<file path="config.mk">
export PLATFORM = sky130hd
export DESIGN_NAME = piso_tx_scheduler
export DESIGN_NICKNAME = d
export VERILOG_FILES = /design/src/rtl/piso_tx_scheduler.sv
export SDC_FILE = /design/constraint.sdc
export NUM_CORES = 1
export LEC_CHECK = 0
export BUFFER_PORTS_ARGS = -buffer_cell sky130_fd_sc_hd__buf_2
export CORE_MARGIN = 4
export CORE_UTILIZATION = 35
export DETAILED_ROUTE_END_ITERATION = 10
export MAX_ROUTING_LAYER = met4
export PLACE_DENSITY_LB_ADDON = 0.1
export SLEW_MARGIN = 25
export SYNTH_ARGS = -nofsm -noshare
export SYNTH_HDL_FRONTEND = slang
export SYNTH_SLANG_ARGS = --single-unit
</file>
<file path="constraint.sdc">
create_clock -name CLK -period 1.56 [get_ports CLK]
set_clock_uncertainty 0.15 [all_clocks]
set_input_delay 0.078 -clock CLK [delete_from_list [all_inputs] [get_ports CLK]]
set_output_delay 0.078 -clock CLK [all_outputs]
set_load 0.05 [all_outputs]
</file>
<file path="src/rtl/piso_tx_scheduler.sv">
// rtl/piso_tx_scheduler.sv - round-robin two-source scheduler and load/shift sequencer for an external PISO register
// Grants one word per frame, then holds each bit on SOUT for DIV cycles using N-1 shift strobes.
module piso_tx_scheduler #(
  parameter int N   = 8,
  parameter int DIV = 4
) (
  input  logic         CLK,
  input  logic         N_RESET,
  input  logic [1:0]   REQ,
  input  logic [N-1:0] DATA0,
  input  logic [N-1:0] DATA1,
  output logic [1:0]   GNT,
  output logic         PISO_EN,
  output logic         PISO_SHIFT,
  output logic [N-1:0] PISO_DATAW,
  output logic         FRAME,
  output logic         BUSY,
  output logic         SRC,
  output logic         DONE
);

  localparam int KW = (N > 1) ? $clog2(N) : 1;
  localparam int DW = (DIV > 1) ? $clog2(DIV) : 1;
  localparam logic [KW-1:0] K_LAST = KW'(N - 1);
  localparam logic [DW-1:0] D_LAST = DW'(DIV - 1);

  typedef enum logic [1:0] {
    S_IDLE = 2'd0,
    S_BIT  = 2'd1,
    S_DONE = 2'd2
  } state_t;

  state_t        state_q, state_d;
  logic [KW-1:0] k_q, k_d;
  logic [DW-1:0] d_q, d_d;
  logic          lg_q, lg_d;
  logic          src_q, src_d;
  logic          run_q;
  logic          win;
  logic          idle_grant;
  logic          period_end;
  logic          strobe;

  // run_q keeps every output quiet until the first clock edge after reset release.
  always_comb begin
    win        = (REQ == 2'b11) ? ~lg_q : REQ[1];
    idle_grant = (state_q == S_IDLE) && run_q && (REQ != 2'b00);
    period_end = (d_q == D_LAST);
    strobe     = (state_q == S_BIT) && period_end && (k_q != K_LAST);

    state_d = state_q;
    k_d     = k_q;
    d_d     = d_q;
    lg_d    = lg_q;
    src_d   = src_q;
    case (state_q)
      S_IDLE: begin
        if (idle_grant) begin
          state_d = S_BIT;
          k_d     = '0;
          d_d     = '0;
          lg_d    = win;
          src_d   = win;
        end
      end
      S_BIT: begin
        if (period_end) begin
          d_d = '0;
          if (k_q == K_LAST) begin
            state_d = S_DONE;
          end else begin
            k_d = k_q + 1'b1;
          end
        end else begin
          d_d = d_q + 1'b1;
        end
      end
      S_DONE: begin
        state_d = S_IDLE;
      end
      default: begin
        state_d = S_IDLE;
      end
    endcase
  end

  always_ff @(posedge CLK or negedge N_RESET) begin
    if (!N_RESET) begin
      state_q <= S_IDLE;
      k_q     <= '0;
      d_q     <= '0;
      lg_q    <= 1'b1;
      src_q   <= 1'b0;
      run_q   <= 1'b0;
    end else begin
      state_q <= state_d;
      k_q     <= k_d;
      d_q     <= d_d;
      lg_q    <= lg_d;
      src_q   <= src_d;
      run_q   <= 1'b1;
    end
  end

  always_comb begin
    GNT        = idle_grant ? (win ? 2'b10 : 2'b01) : 2'b00;
    PISO_EN    = idle_grant || strobe;
    PISO_SHIFT = strobe;
    PISO_DATAW = idle_grant ? (win ? DATA1 : DATA0) : '0;
    FRAME      = (state_q == S_BIT);
    BUSY       = (state_q != S_IDLE);
    DONE       = (state_q == S_DONE);
    SRC        = src_q;
  end

endmodule

</file>
==> results.rst <==
.. list-table::
   :header-rows: 1

   * - Metric
     - Value
   * - GPL Wtd Cong
     - 0.714
   * - RSZ-0062 raised after global routing
     - true
   * - Average instance area after synthesis
     - 9.69 sq um
   * - Global route overflow
     - 0
   * - Overall power
     - 1.98 mW
   * - TritonCTS clock tree
     - yes
   * - Startpoint-to-endpoint class of the critical path
     - reg2out
   * - Initial Util
     - 37.5%
   * - First-pass GRT wire length
     - 3460 um
   * - Via total after detailed routing
     - 713
   * - FP Rows
     - 14
   * - Maximum number of pins on one net before global-route repair
     - 11
   * - Antenna violations before repair
     - 0
   * - Critical Path Fanout Max
     - 5
   * - Die outline area
     - 2340 sq um
   * - Post-synthesis to final-layout area growth
     - 128%
   * - Iteration count of the initial detailed-routing pass
     - 4
   * - Die span in x
     - 48.4 um
   * - Portion of synthesized cell area occupied by the leading cell type
     - 39.4%
   * - Final Hold Fails
     - 0
   * - Arrival time of data at the critical path endpoint
     - 1.57 ns
   * - Routed Wire Length
     - 2480 um
   * - Warnings, synthesis
     - 0
   * - Number of nets produced by synthesis
     - 82
   * - DP Worst Slack
     - -0.0301 ns
   * - Count of maximum capacitance violations
     - 0
   * - Standard cell core area
     - 1520 sq um
   * - Level count of the clock H-tree
     - 1
   * - Total global-route track usage
     - 19.5%
   * - Avg WL per Cell
     - 18.5 um
   * - Type of the tightest min-delay check
     - in2async
   * - Setup crit end kind
     - output port
   * - Number of max-slew violations in the final report
     - 0
   * - Clock tree sinks
     - 10
   * - Synthesized instance count
     - 59
   * - Run status
     - finished, violations left
   * - Required @ worst endpoint
     - 1.33 ns
   * - Top-Level Pins
     - 36
   * - Number of cell instances on the worst register-to-register path
     - 7
   * - Number of library cell types mapped by synthesis
     - 22
   * - Clock input transition at the sequential cells of the worst setup and hold paths
     - 0.07 ns
   * - Mapped cell area
     - 572 sq um
   * - Number of DRC violations after detailed routing
     - 0
   * - Clock root buffer master
     - sky130_fd_sc_hd__clkbuf_4
   * - Final setup fails
     - 20
   * - Num CTS Buffers
     - 3
   * - Static leakage power
     - 0.643 nW
   * - Final #Nets
     - 142
   * - Count of routing violations after the opening detailed-route iteration
     - 16
   * - Post-synthesis async set-or-reset flop share
     - 100%
   * - DIE HEIGHT
     - 48.4 um
   * - Clock latency reported for the late side of the worst-skew pair
     - 0.27 ns
   * - Ratio of final minimum period to clock period
     - 115%
   * - Number of flip-flops and latches in the synthesized netlist
     - 10
   * - Synth area leaders
     - sky130_fd_sc_hd__dfrtp_1, sky130_fd_sc_hd__a22o_1, sky130_fd_sc_hd__ha_1
   * - Commonest cells in the netlist
     - sky130_fd_sc_hd__nand2_1, sky130_fd_sc_hd__dfrtp_1, sky130_fd_sc_hd__a22o_1
   * - Synth area leader
     - sky130_fd_sc_hd__dfrtp_1
   * - Number of antenna diodes
     - 0
   * - Most instantiated library cell after synthesis
     - sky130_fd_sc_hd__nand2_1
   * - Clock Tree Buf Depth
     - 2
   * - Power density of the placed cells
     - 1520 nW/um^2
   * - Fraction of final layout cells with drive strength greater than 1
     - 72.0%
   * - Count of flip-flops with a built-in enable after synthesis
     - 0
   * - Post-route minimum period
     - 1.80 ns
   * - Half-perimeter wire length after placement
     - 1220 um
   * - Number of vias per cell
     - 5.32
   * - Buffers added on ports
     - 35
   * - Smallest hold slack
     - 0.0368 ns
   * - Vias in the first global route
     - 710
   * - Peak supply drop
     - 1230 uV
   * - Post-synth top flop
     - sky130_fd_sc_hd__dfrtp_1
   * - Routed Antenna Nets
     - 0
   * - Critical path launch point type
     - flop
   * - Post-synthesis sequential area ratio
     - 44.0%
   * - Setup ws final
     - -0.236 ns
   * - Highest attainable clock frequency
     - 0.557 GHz
   * - Failing checks
     - negative setup slack
   * - Finished layout cell area
     - 1300 sq um
   * - Area post-placement
     - 958 sq um
## registers in the layout, summed over array words and instances (netlist names)
register,flops
d_q,2
k_q,3
SRC,1
lg_q,1
run_q,1
state_q,2
## routing by layer
| layer | track usage, % | vias to the layer above | wire (um) | part of all wire, % |
|---|---|---|---|---|
| met1 | 22.0 | 354 | 925 | 37 |
| met3 | 4.91 | 2 | 99 | 4.0 |
| met4 | 2.76 | 0 | 15 | 0.60 |
| li1 | - | 334 | - | - |
| met5 | - | - | 0 | 0 |
| met2 | 34.8 | 23 | 1440 | 58 |
## power by group
part | internal (mW) | switching, mW | leakage, nW
logic | 0.648 | 0.685 | 0.510
registers | 0.370 | 0.0804 | 0.119
clock network | 0.0991 | 0.0950 | 0.0150
total | 1.12 | 0.860 | 0.643
## stage by stage
step                utilization (%)  cells  setup TNS, ns
floorplan                         -     59        -0.0698
global placement               62.9    117         -0.140
detailed placement             62.9    117         -0.296
CTS                            78.2    127          -2.16
global route                   85.5    134          -3.90
finish                         85.5    134          -2.99
## what timing repair did
action                     in CTS  in global routing
cloned                          2                  0
hold buffers                    1                  0
gates resized for setup        50                 18
pin swaps                      10                 11
hold endpoints to repair       10                  0
setup endpoints to repair      18                 21
setup buffers                   5                  7
## worst max-delay path, stage by stage, from the launching register on
cell	delay, ns
sky130_fd_sc_hd__dfrtp_1	0.41
sky130_fd_sc_hd__nor3b_4	0.29
sky130_fd_sc_hd__and3_4	0.30
sky130_fd_sc_hd__a22o_4	0.15
sky130_fd_sc_hd__buf_8	0.14
## final cells by class
cell class	count	area, sq um
timing repair buffer	55	497
multi-input combinational	47	494
sequential	10	251
fill	81	221
clock buffer	4	26.3
tap	16	20.0
inverter	2	13.8
## cells in the final DEF (no fill, tap or decap), drive strengths merged, types with 2 or more instances in the layout
master	instances
ha	3
buf	54
nor2	3
o21ai	5
nand2	10
and3	4
nand2b	2
a22o	8
dfrtp	9
o21ba	2
clkbuf	4
or3b	2
## worst paths after layout
kind	to	startpoint	slack [ns]
worst max-delay path	PISO_DATAW[7]	state_q[1]$_DFFE_PN0P_	-0.24
worst min-delay path	k_q[2]$_DFFE_PN0P_	N_RESET	0.04
worst max register to register	k_q[1]$_DFFE_PN0P_	k_q[1]$_DFFE_PN0P_	-0.10
worst min register to register	SRC$_DFFE_PN0P_	SRC$_DFFE_PN0P_	0.37
max in group asynchronous	lg_q$_DFFE_PN1P_	N_RESET	0.96
min in group CLK	d_q[1]$_DFFE_PN0P_	REQ[1]	0.23
## cells by family after synthesis
logic type / after synthesis / share of synthesized area [%]
other cells: 1 / 0.656
mux: 1 / 1.75
buf+inv: 4 / 3.06
compound gates: 16 / 21.0
simple gates: 24 / 23.0
fa+ha+maj: 3 / 6.57
flops: 10 / 44.0
Power figures use the tool's default switching activity.
